===== src/rtl/riscv_core_div_seq_if.sv =====
// Issue/response bundle between the execute stage and the sequential divider.
// The core drives the i_* signals; the divider drives the o_* signals.
interface riscv_core_div_seq_if #(
  parameter int XLEN = 64
);
  logic            i_div_start;
  logic [1:0]      i_div_op;
  logic            i_div_isword;
  logic [XLEN-1:0] i_div_srcA;
  logic [XLEN-1:0] i_div_srcB;
  logic            i_div_flush;
  logic            o_div_busy;
  logic            o_div_valid;
  logic [XLEN-1:0] o_div_result;

  modport master (
    output i_div_start, i_div_op, i_div_isword, i_div_srcA, i_div_srcB, i_div_flush,
    input  o_div_busy, o_div_valid, o_div_result
  );

  modport slave (
    input  i_div_start, i_div_op, i_div_isword, i_div_srcA, i_div_srcB, i_div_flush,
    output o_div_busy, o_div_valid, o_div_result
  );
endinterface


===== src/rtl/riscv_core_div_seq.sv =====
// Iterative radix-2 restoring divider for RV64M DIV/DIVU/REM/REMU and W forms.
// Sequenced IDLE -> PREP -> CALC (N steps) -> FIX -> DONE; all outputs registered.
module riscv_core_div_seq #(
  parameter int XLEN = 64
) (
  input  logic                 i_clk,
  input  logic                 i_rst_n,
  riscv_core_div_seq_if.slave  div_if
);
  localparam int CW = $clog2(XLEN);

  localparam logic [2:0] S_IDLE = 3'd0;
  localparam logic [2:0] S_PREP = 3'd1;
  localparam logic [2:0] S_CALC = 3'd2;
  localparam logic [2:0] S_FIX  = 3'd3;
  localparam logic [2:0] S_DONE = 3'd4;

  localparam logic [CW-1:0]   C_CNT_FULL = CW'(XLEN-1);
  localparam logic [CW-1:0]   C_CNT_WORD = CW'(31);
  localparam logic [CW-1:0]   C_CNT_ZERO = {CW{1'b0}};
  localparam logic [CW-1:0]   C_CNT_ONE  = {{(CW-1){1'b0}}, 1'b1};
  localparam logic [XLEN-1:0] C_ZERO     = {XLEN{1'b0}};
  localparam logic [XLEN-1:0] C_ONES     = {XLEN{1'b1}};
  localparam logic [XLEN-1:0] C_MIN_D    = {1'b1, {(XLEN-1){1'b0}}};
  localparam logic [XLEN-1:0] C_MIN_W    = {{(XLEN-31){1'b1}}, {31{1'b0}}};

  function automatic logic [XLEN-1:0] fn_word_ext(input logic isw, input logic [XLEN-1:0] v);
    fn_word_ext = isw ? {{(XLEN-32){v[31]}}, v[31:0]} : v;
  endfunction

  function automatic logic [XLEN-1:0] fn_cond_neg(input logic neg, input logic [XLEN-1:0] v);
    fn_cond_neg = neg ? (C_ZERO - v) : v;
  endfunction

  logic [2:0]      r_state;
  logic [1:0]      r_op;
  logic            r_isword;
  logic [XLEN-1:0] r_src_a;
  logic [XLEN-1:0] r_src_b;
  logic [XLEN-1:0] r_quo;
  logic [XLEN-1:0] r_rem;
  logic [XLEN-1:0] r_dvs;
  logic            r_qneg;
  logic            r_rneg;
  logic [CW-1:0]   r_cnt;
  logic            r_busy;
  logic            r_valid;
  logic [XLEN-1:0] r_result;

  logic [2:0]      w_next_state;
  logic            w_signed;
  logic [XLEN-1:0] w_a_ext;
  logic [XLEN-1:0] w_b_ext;
  logic            w_a_neg;
  logic            w_b_neg;
  logic [XLEN-1:0] w_a_mag;
  logic [XLEN-1:0] w_b_mag;
  logic [XLEN-1:0] w_quo_init;
  logic            w_divz;
  logic            w_ovf;
  logic [XLEN-1:0] w_spec_res;
  logic [XLEN:0]   w_shift;
  logic            w_ge;
  logic [XLEN-1:0] w_rem_step;
  logic [XLEN-1:0] w_fix_res;
  logic [XLEN-1:0] w_done_res;

  assign div_if.o_div_busy   = r_busy;
  assign div_if.o_div_valid  = r_valid;
  assign div_if.o_div_result = r_result;

  // Operand conditioning and special-case detection, evaluated while in PREP.
  always_comb begin
    w_signed = ~r_op[0];
    if (r_isword) begin
      w_a_ext = w_signed ? {{(XLEN-32){r_src_a[31]}}, r_src_a[31:0]} : {{(XLEN-32){1'b0}}, r_src_a[31:0]};
      w_b_ext = w_signed ? {{(XLEN-32){r_src_b[31]}}, r_src_b[31:0]} : {{(XLEN-32){1'b0}}, r_src_b[31:0]};
    end else begin
      w_a_ext = r_src_a;
      w_b_ext = r_src_b;
    end
    w_a_neg = w_signed & w_a_ext[XLEN-1];
    w_b_neg = w_signed & w_b_ext[XLEN-1];
    w_a_mag = fn_cond_neg(w_a_neg, w_a_ext);
    w_b_mag = fn_cond_neg(w_b_neg, w_b_ext);
    // W ops run 32 steps, so the dividend must start at the top of the shift register.
    w_quo_init = r_isword ? {w_a_mag[31:0], {(XLEN-32){1'b0}}} : w_a_mag;
    w_divz = (w_b_ext == C_ZERO);
    w_ovf  = w_signed & (w_a_ext == (r_isword ? C_MIN_W : C_MIN_D)) & (w_b_ext == C_ONES);
    if (w_divz) begin
      w_spec_res = r_op[1] ? w_a_ext : C_ONES;
    end else begin
      w_spec_res = r_op[1] ? C_ZERO : w_a_ext;
    end
  end

  // One restoring step; the compare is XLEN+1 wide so large unsigned divisors work.
  always_comb begin
    w_shift = {r_rem, r_quo[XLEN-1]};
    w_ge    = (w_shift >= {1'b0, r_dvs});
    if (w_ge) begin
      w_rem_step = w_shift[XLEN-1:0] - r_dvs;
    end else begin
      w_rem_step = w_shift[XLEN-1:0];
    end
  end

  // Sign fix-up and final result selection for entry into DONE.
  always_comb begin
    if (r_op[1]) begin
      w_fix_res = fn_cond_neg(r_rneg, r_rem);
    end else begin
      w_fix_res = fn_cond_neg(r_qneg, r_quo);
    end
    if (r_state == S_PREP) begin
      w_done_res = fn_word_ext(r_isword, w_spec_res);
    end else begin
      w_done_res = fn_word_ext(r_isword, w_fix_res);
    end
  end

  // Sequencer next-state decision; flush returns any active state to IDLE.
  always_comb begin
    w_next_state = r_state;
    case (r_state)
      S_IDLE: begin
        if (div_if.i_div_start && !div_if.i_div_flush) w_next_state = S_PREP;
        else                                           w_next_state = S_IDLE;
      end
      S_PREP: begin
        if (div_if.i_div_flush)    w_next_state = S_IDLE;
        else if (w_divz || w_ovf)  w_next_state = S_DONE;
        else                       w_next_state = S_CALC;
      end
      S_CALC: begin
        if (div_if.i_div_flush)       w_next_state = S_IDLE;
        else if (r_cnt == C_CNT_ZERO) w_next_state = S_FIX;
        else                          w_next_state = S_CALC;
      end
      S_FIX: begin
        if (div_if.i_div_flush) w_next_state = S_IDLE;
        else                    w_next_state = S_DONE;
      end
      S_DONE:  w_next_state = S_IDLE;
      default: w_next_state = S_IDLE;
    endcase
  end

  // State and registered outputs, derived from the next state.
  always_ff @(posedge i_clk or negedge i_rst_n) begin
    if (!i_rst_n) begin
      r_state  <= S_IDLE;
      r_busy   <= 1'b0;
      r_valid  <= 1'b0;
      r_result <= C_ZERO;
    end else begin
      r_state <= w_next_state;
      r_busy  <= (w_next_state != S_IDLE);
      r_valid <= (w_next_state == S_DONE);
      if (w_next_state == S_DONE) begin
        r_result <= w_done_res;
      end
    end
  end

  // Operand capture and iterative datapath.
  always_ff @(posedge i_clk or negedge i_rst_n) begin
    if (!i_rst_n) begin
      r_op     <= 2'b00;
      r_isword <= 1'b0;
      r_src_a  <= C_ZERO;
      r_src_b  <= C_ZERO;
      r_quo    <= C_ZERO;
      r_rem    <= C_ZERO;
      r_dvs    <= C_ZERO;
      r_qneg   <= 1'b0;
      r_rneg   <= 1'b0;
      r_cnt    <= C_CNT_ZERO;
    end else begin
      case (r_state)
        S_IDLE: begin
          if (div_if.i_div_start && !div_if.i_div_flush) begin
            r_op     <= div_if.i_div_op;
            r_isword <= div_if.i_div_isword;
            r_src_a  <= div_if.i_div_srcA;
            r_src_b  <= div_if.i_div_srcB;
          end
        end
        S_PREP: begin
          r_quo  <= w_quo_init;
          r_rem  <= C_ZERO;
          r_dvs  <= w_b_mag;
          r_qneg <= w_a_neg ^ w_b_neg;
          r_rneg <= w_a_neg;
          r_cnt  <= r_isword ? C_CNT_WORD : C_CNT_FULL;
        end
        S_CALC: begin
          r_rem <= w_rem_step;
          r_quo <= {r_quo[XLEN-2:0], w_ge};
          r_cnt <= r_cnt - C_CNT_ONE;
        end
        default: begin
          r_cnt <= r_cnt;
        end
      endcase
    end
  end
endmodule


===== src/flat_wrapper.sv =====
// flat-port wrapper written by rule: the top's interface ports become plain ports
module riscv_core_div_seq_flat 
#(
  parameter int XLEN = 64
)
  (i_clk, i_rst_n, div_if_i_div_start, div_if_i_div_op, div_if_i_div_isword, div_if_i_div_srcA, div_if_i_div_srcB, div_if_i_div_flush, div_if_o_div_busy, div_if_o_div_valid, div_if_o_div_result);
  riscv_core_div_seq_if #(.XLEN(XLEN)) div_if_i ();
  input  logic i_clk;
  input  logic i_rst_n;
  input wire logic [$bits(div_if_i.i_div_start)-1:0] div_if_i_div_start;
  input wire logic [$bits(div_if_i.i_div_op)-1:0] div_if_i_div_op;
  input wire logic [$bits(div_if_i.i_div_isword)-1:0] div_if_i_div_isword;
  input wire logic [$bits(div_if_i.i_div_srcA)-1:0] div_if_i_div_srcA;
  input wire logic [$bits(div_if_i.i_div_srcB)-1:0] div_if_i_div_srcB;
  input wire logic [$bits(div_if_i.i_div_flush)-1:0] div_if_i_div_flush;
  output wire logic [$bits(div_if_i.o_div_busy)-1:0] div_if_o_div_busy;
  output wire logic [$bits(div_if_i.o_div_valid)-1:0] div_if_o_div_valid;
  output wire logic [$bits(div_if_i.o_div_result)-1:0] div_if_o_div_result;
  assign div_if_i.i_div_start = div_if_i_div_start;
  assign div_if_i.i_div_op = div_if_i_div_op;
  assign div_if_i.i_div_isword = div_if_i_div_isword;
  assign div_if_i.i_div_srcA = div_if_i_div_srcA;
  assign div_if_i.i_div_srcB = div_if_i_div_srcB;
  assign div_if_i.i_div_flush = div_if_i_div_flush;
  assign div_if_o_div_busy = div_if_i.o_div_busy;
  assign div_if_o_div_valid = div_if_i.o_div_valid;
  assign div_if_o_div_result = div_if_i.o_div_result;
  riscv_core_div_seq #(.XLEN(XLEN)) u_core (.i_clk(i_clk), .i_rst_n(i_rst_n), .div_if(div_if_i));
endmodule

===== config.mk =====
export PLATFORM = sky130hd
export DESIGN_NAME = riscv_core_div_seq_flat
export DESIGN_NICKNAME = d
export VERILOG_FILES = /design/src/rtl/riscv_core_div_seq_if.sv /design/src/rtl/riscv_core_div_seq.sv /design/src/flat_wrapper.sv
export SDC_FILE = /design/constraint.sdc
export NUM_CORES = 1
export LEC_CHECK = 0
export ABC_CLOCK_PERIOD_IN_PS = 4200
export CAP_MARGIN = 10
export CELL_PAD_IN_SITES_DETAIL_PLACEMENT = 1
export CELL_PAD_IN_SITES_GLOBAL_PLACEMENT = 1
export CORE_MARGIN = 2
export CORE_UTILIZATION = 46
export CTS_CLUSTER_SIZE = 12
export DETAILED_ROUTE_END_ITERATION = 16
export MAX_ROUTING_LAYER = met4
export PLACE_DENSITY_LB_ADDON = 0.1
export SYNTH_ARGS = -nofsm -noshare
export SYNTH_HDL_FRONTEND = slang
export SYNTH_SLANG_ARGS = --single-unit

===== constraint.sdc =====
create_clock -name i_clk -period 4.2 [get_ports i_clk]
set_clock_uncertainty 0.2 [all_clocks]
set_input_delay 1.26 -clock i_clk [delete_from_list [all_inputs] [get_ports i_clk]]
set_output_delay 1.26 -clock i_clk [all_outputs]
set_load 0.05 [all_outputs]

# Word level (Yosys, flattened, before mapping)
# Index checks and enable logic that the tools add are counted.
word_totals:
  mem_bits_rw: 0
  regBits: 400
  latch_bits: 0
  elab_cells: 71
  input_bits: 135
  mem_bits_ro: 0
  mem_count: 0
  output_inout_bits: 66
op_classes:
  muxes: 29
  n_div: 0
  bitwise: 6
  order_cmp: 1
  multipliers: 0
  eq_ne: 6
  reduce_logical: 9
  add_sub_neg: 6
  shift: 0
op_table:
  columns: ["op", "n"]
  rows:
  - ["$mux 64", 17]
  - ["$pmux 64 s2", 2]
  - ["$sub 1x64->64 const A", 4]
  - ["$ge 65x64->1", 1]
  - ["$eq 64x64->1", 1]
  - ["$eq 64x64->1 const B", 1]
  - ["$logic_not 64->1", 1]
  - ["$sub 64x64->64", 1]
  - ["$mux 63", 1]
  - ["$mux 3", 4]
  - ["$pmux 3 s4", 1]
  - ["$pmux 6 s2", 1]
  - ["$eq 3x2->1 const B", 2]
  - ["$logic_not 6->1", 1]
  - ["$mux 6", 1]
  - ["$sub 6x1->6 const B", 1]
  - ["$and 1x1->1", 4]
  - ["$eq 3x1->1 const B", 1]
  - ["$eq 3x3->1 const B", 1]
  - ["$logic_not 3->1", 1]
  - ["$reduce_bool 3->1", 1]
  - ["$mux 1", 2]
  - ["$reduce_and 2->1", 1]
  - ["$reduce_bool 2->1", 1]
  - ["5 further kinds", 5]

# Longest topological paths before layout
depth:
  depth_word: 10
  mapped_depth: 15
  ltp_nobuf: 14

# Worst setup path before layout
# No wires, ideal clock.
synth_timing:
  path_kind: "reg2reg"
  start: "register u_core.r_rem[22]"
  end: "register u_core.r_rem[55]"
  arrival_ps: 3351
  synth_period_minus_slack_ps: 3618
  stages_incl_launch_ff: 15
  required_time_ps: 3934
  path_slack_ps: 582
  cell_sequence: "dfrtp_1 > ha_1 > clkbuf_1 > and4_1 > nand4_1 > nor4_1 > nand3_1 > o41a_1 > nand3_1 > o21a_1 > clkbuf_1 > clkbuf_1 > nand3_1 > mux2_2 > nand2_1"
synth_via:
  elab_chain_cells: 3
synth_rtl:
  columns: ["item", "line_no", "source"]
  rows:
  - ["start, declared", "riscv_core_div_seq.sv:41", "logic [XLEN-1:0] r_rem;"]
  - ["start signal, assigned", "riscv_core_div_seq.sv:198", "r_rem <= w_rem_step;"]
  - ["$sub 64x64->64 / $ge 65x64->1 (equally long branches)", "riscv_core_div_seq.sv:102, riscv_core_div_seq.sv:100", null]
  - ["$mux 64 *", "riscv_core_div_seq.sv:101", "if (w_ge) begin"]
  - ["$pmux 64 s2 *", "riscv_core_div_seq.sv:180", "case (r_state)"]
# Every way passes the cells marked *; elsewhere a longest branch is shown, timed or not.
# A chain may end at the register's enable or synchronous reset.

# Worst setup path in the final report
layout_timing:
  start: "register u_core.r_rem[49]"
  end: "register u_core.r_result[58] (netlist: u_core.div_if.o_div_result[58])"
layout_via:
  elab_chain_cells: 5
layout_rtl:
  columns: ["item", "line_no", "source"]
  rows:
  - ["$sub 1x64->64", "riscv_core_div_seq.sv:32", "fn_cond_neg = neg ? (C_ZERO - v) : v;"]
  - ["$mux 64", "riscv_core_div_seq.sv:32", null]
  - ["$mux 64", "riscv_core_div_seq.sv:110", "if (r_op[1]) begin"]
  - ["$mux 64", "riscv_core_div_seq.sv:28", "fn_word_ext = isw ? {{(XLEN-32){v[31]}}, v[31:0]} : v;"]
  - ["$mux 64", "riscv_core_div_seq.sv:115", "if (r_state == S_PREP) begin"]
  - ["end signal, assigned", "riscv_core_div_seq.sv:161", "r_result <= w_done_res;"]
  - ["end, declared", "riscv_core_div_seq.sv:48", "logic [XLEN-1:0] r_result;"]
# Every way passes these cells.

==> metrics.cfg <==
[outcome]
outcome=finished clean

[sta]
min_period_ns=4.01
hold_viol_final=0
slew_violations=0
setup_viol=0
holdWs_ns=0.278
grt_setup_unrepaired=false
setup_tns_ns=0
slew-limit-headroom_pct=15.5
finalWorstSetupSlack_ns=0.187
finalCritPeriodShare_pct=95.5
worst_pin_slew_ns=1.26
fmax_mhz=249

[synthesis]
netlist_instances=3264
seq_area_frac_synth_pct=36.2
synth.avg_cell_area_sq_um=8.48
synth_top_cells_by_area=dfrtp_1, o21ai_0, a21oi_1
ys_ff_latch=400
yosys_warnings=0
synth_area_sq_mm=0.0277
yosysUniqueCellTypes=80
synth_nets=3470
synth_top_cell_by_area=dfrtp_1
synth_top_area_share_pct=36.2
ys.flop_type=dfrtp_1
synth_edf_count=0
async_flop_share_pct=100

[critical_path]
cp-start-kind=register
critPathRequiredTime_ns=4.54
crit_path_start=u_core.r_rem[49]
critPathArrivalTime_ns=4.35
critical_path.cell_chain=or4_1 > or3_1 > or4_1 > or4_1 > nand2b_1 > o21ai_1 > xor2_1 > a211oi_1 > buf_4 > o21ai_0 > o21ai_0
worst_path_most_repeated_cell=or4_1
max_stage_delay_ns=0.62
crit_family=simple AND/OR/NAND/NOR gates
crit_type=register to register
cp_num_buf_inv=1
cp-end-kind=register
cp_max_fo=5
cpMaxStageDelayCell=or4_1
rr_startpoint=u_core.r_rem[49]

[floorplanning]
die_w_microns=249
floorplan.initialDensity_pct=46.7
num_rows=89
die-area_sq_mm=0.0622
core_sq_mm=0.0592
ioPinCount=201
dieHeight_microns=249

[min_path]
min_from=u_core.div_if.o_div_result[6]
hold_class=register to register

[power]
clkPwrFrac_pct=14.5
swShare_pct=51.4
p_int_uw=14600
p_switching_uw=15400
power_frac_comb_pct=61.5
powerDensity_mw_per_mm2=902
peakVddDrop_mv=0.525
p_leak_uw=0.0141
seqPwrFrac_pct=24.0

[clock_tree]
cts-hold-fix-buffers=0
cts_tree=yes
clock_latency_ns=0.62
htree_levels=2
clk_pin_slew_ns=0.06
clockBufferDepth=3
clock-root-buffer=clkbuf_16
cts.sinks=400
cts_buffers=47

[drt]
drc=0
wl_per_cell_microns=27.9
dr_total_vias=27899
vias_per_cell=6.49
antenna_left=0
drtIter0Drc=2640
routed_wl_microns=120000
first_pass_iters=7

[global_route]
grt_pass1_vias=28615
antenna_found_initial=2
grt_pass1_wl_microns=182000
globalRouteTotalUtil_pct=39.1
grt_max_degree=136
overflow=0

[final_layout]
final_common_cell=dfrtp_1
layout-drive-gt1-share_pct=13.4
areaGrowthSynthToFinish_pct=19.9
fin_nets=3698
fillers=6866
final_cell_mix=dfrtp_1, o21ai_0, nand2_1
fin_area_sq_mm=0.0332

[placed_design]
postPlaceCellArea_sq_mm=0.0316
place_ws_ns=0.0754
dp_hpwl_microns=91600
io_buffers=200
routabilityCongestion=0.993

[job]
drv_cap=0

==> metal layers <==
metal / global-route usage (%) / vias up / share of wire (%)
li1: - / 12312 / -
met3: 6.51 / 234 / 7.2
met4: 13.9 / 0 / 3.9
met5: - / - / 0
met2: 61.0 / 1152 / 46
met1: 51.3 / 14201 / 43
==> Yosys cell counts (all sizes together) (14+ instances only) <==
master and instances:
buf 29, nand3 36, xor2 138, nand4 45, or3 50, a22oi 69
o21ai 379, a21o 63, o31ai 72, nor3 44, a22o 20, a32oi 16
a31oi 24, clkbuf 194, o41ai 28, mux2 134, nor2 168, nand2b 16
inv 118, ha 70, a21oi 310, nor4 35, o22ai 15, mux2i 30
or4 38, o211ai 67, and3 14, nand2 337, o21bai 16, or2 19
dfrtp 400, xnor2 152
==> state kept, by name, indices dropped and copies added (netlist names), 2 cells and up <==
signal	cells
u_core.r_dvs	64
u_core.r_op	2
u_core.div_if.o_div_result	64
u_core.r_rem	64
u_core.r_src_a	64
u_core.r_cnt	6
u_core.r_quo	64
u_core.r_state	3
u_core.r_src_b	64
==> area by class of cell <==
class / instances / area (sq um) / share of cell area, %
diodes: 1 / 2.50 / 0.00753
multi-input cells: 2521 / 16500 / 49.7
inverters: 120 / 450 / 1.36
well taps: 773 / 967 / 2.91
clock buffers: 66 / 1330 / 4.00
repair buffers: 402 / 3670 / 11.1
clock inverters: 17 / 258 / 0.776
flip-flops and latches: 400 / 10000 / 30.2
==> kinds of logic (layout without fill, tap and decap cells) <==
logic type               count (synthesis)  after routing  share of synthesized area, %
AO/OA/AOI/OAI                         1150           1150                          25.5
AND/OR/NAND/NOR                        843            843                          14.6
flip-flops                             400            400                          36.2
buffers and inverters                  343            605                          4.70
XOR/XNOR                               290            290                          9.17
multiplexers                           164            164                          6.53
adder cells (fa/ha/maj)                 74             74                          3.34
other                                    0              1                             0
==> per-stage QoR <==
step,util (%),total power (uW),instances
finish,56.1,29900,4300
global route,56.1,31600,4300
CTS,55.9,29500,4299
detailed placement,53.3,25000,4216
global placement,53.3,24500,4216
floorplan,-,17900,3264
==> power groups by stage <==
stage	registers, uW	logic (uW)	clock network (uW)
3_3_place_gp	7040	17400	0
5_1_grt	7310	19800	4520
2_1_floorplan	7260	10600	0
6_report	7180	18400	4350
4_1_cts	7100	18000	4370
3_5_place_dp	7120	17900	0
==> final timing paths <==
check	end	cells past startpoint	slack [ns]
worst max register to register	u_core.div_if.o_div_result[58]	11	0.19
worst min-delay path	u_core.div_if.o_div_result[6]	1	0.28
max in group asynchronous	u_core.r_rem[9]	2	2.39
worst min register to register	u_core.div_if.o_div_result[6]	1	0.28
worst max-delay path	u_core.div_if.o_div_result[58]	11	0.19
min in group asynchronous	u_core.r_dvs[4]	1	0.46
==> timing repair <==
item | CTS | global route
setup endpoints to repair | 0 | 39
gates resized for setup | 0 | 17
setup buffers | 0 | 0
No activity file was read; power rests on OpenSTA's default activity.
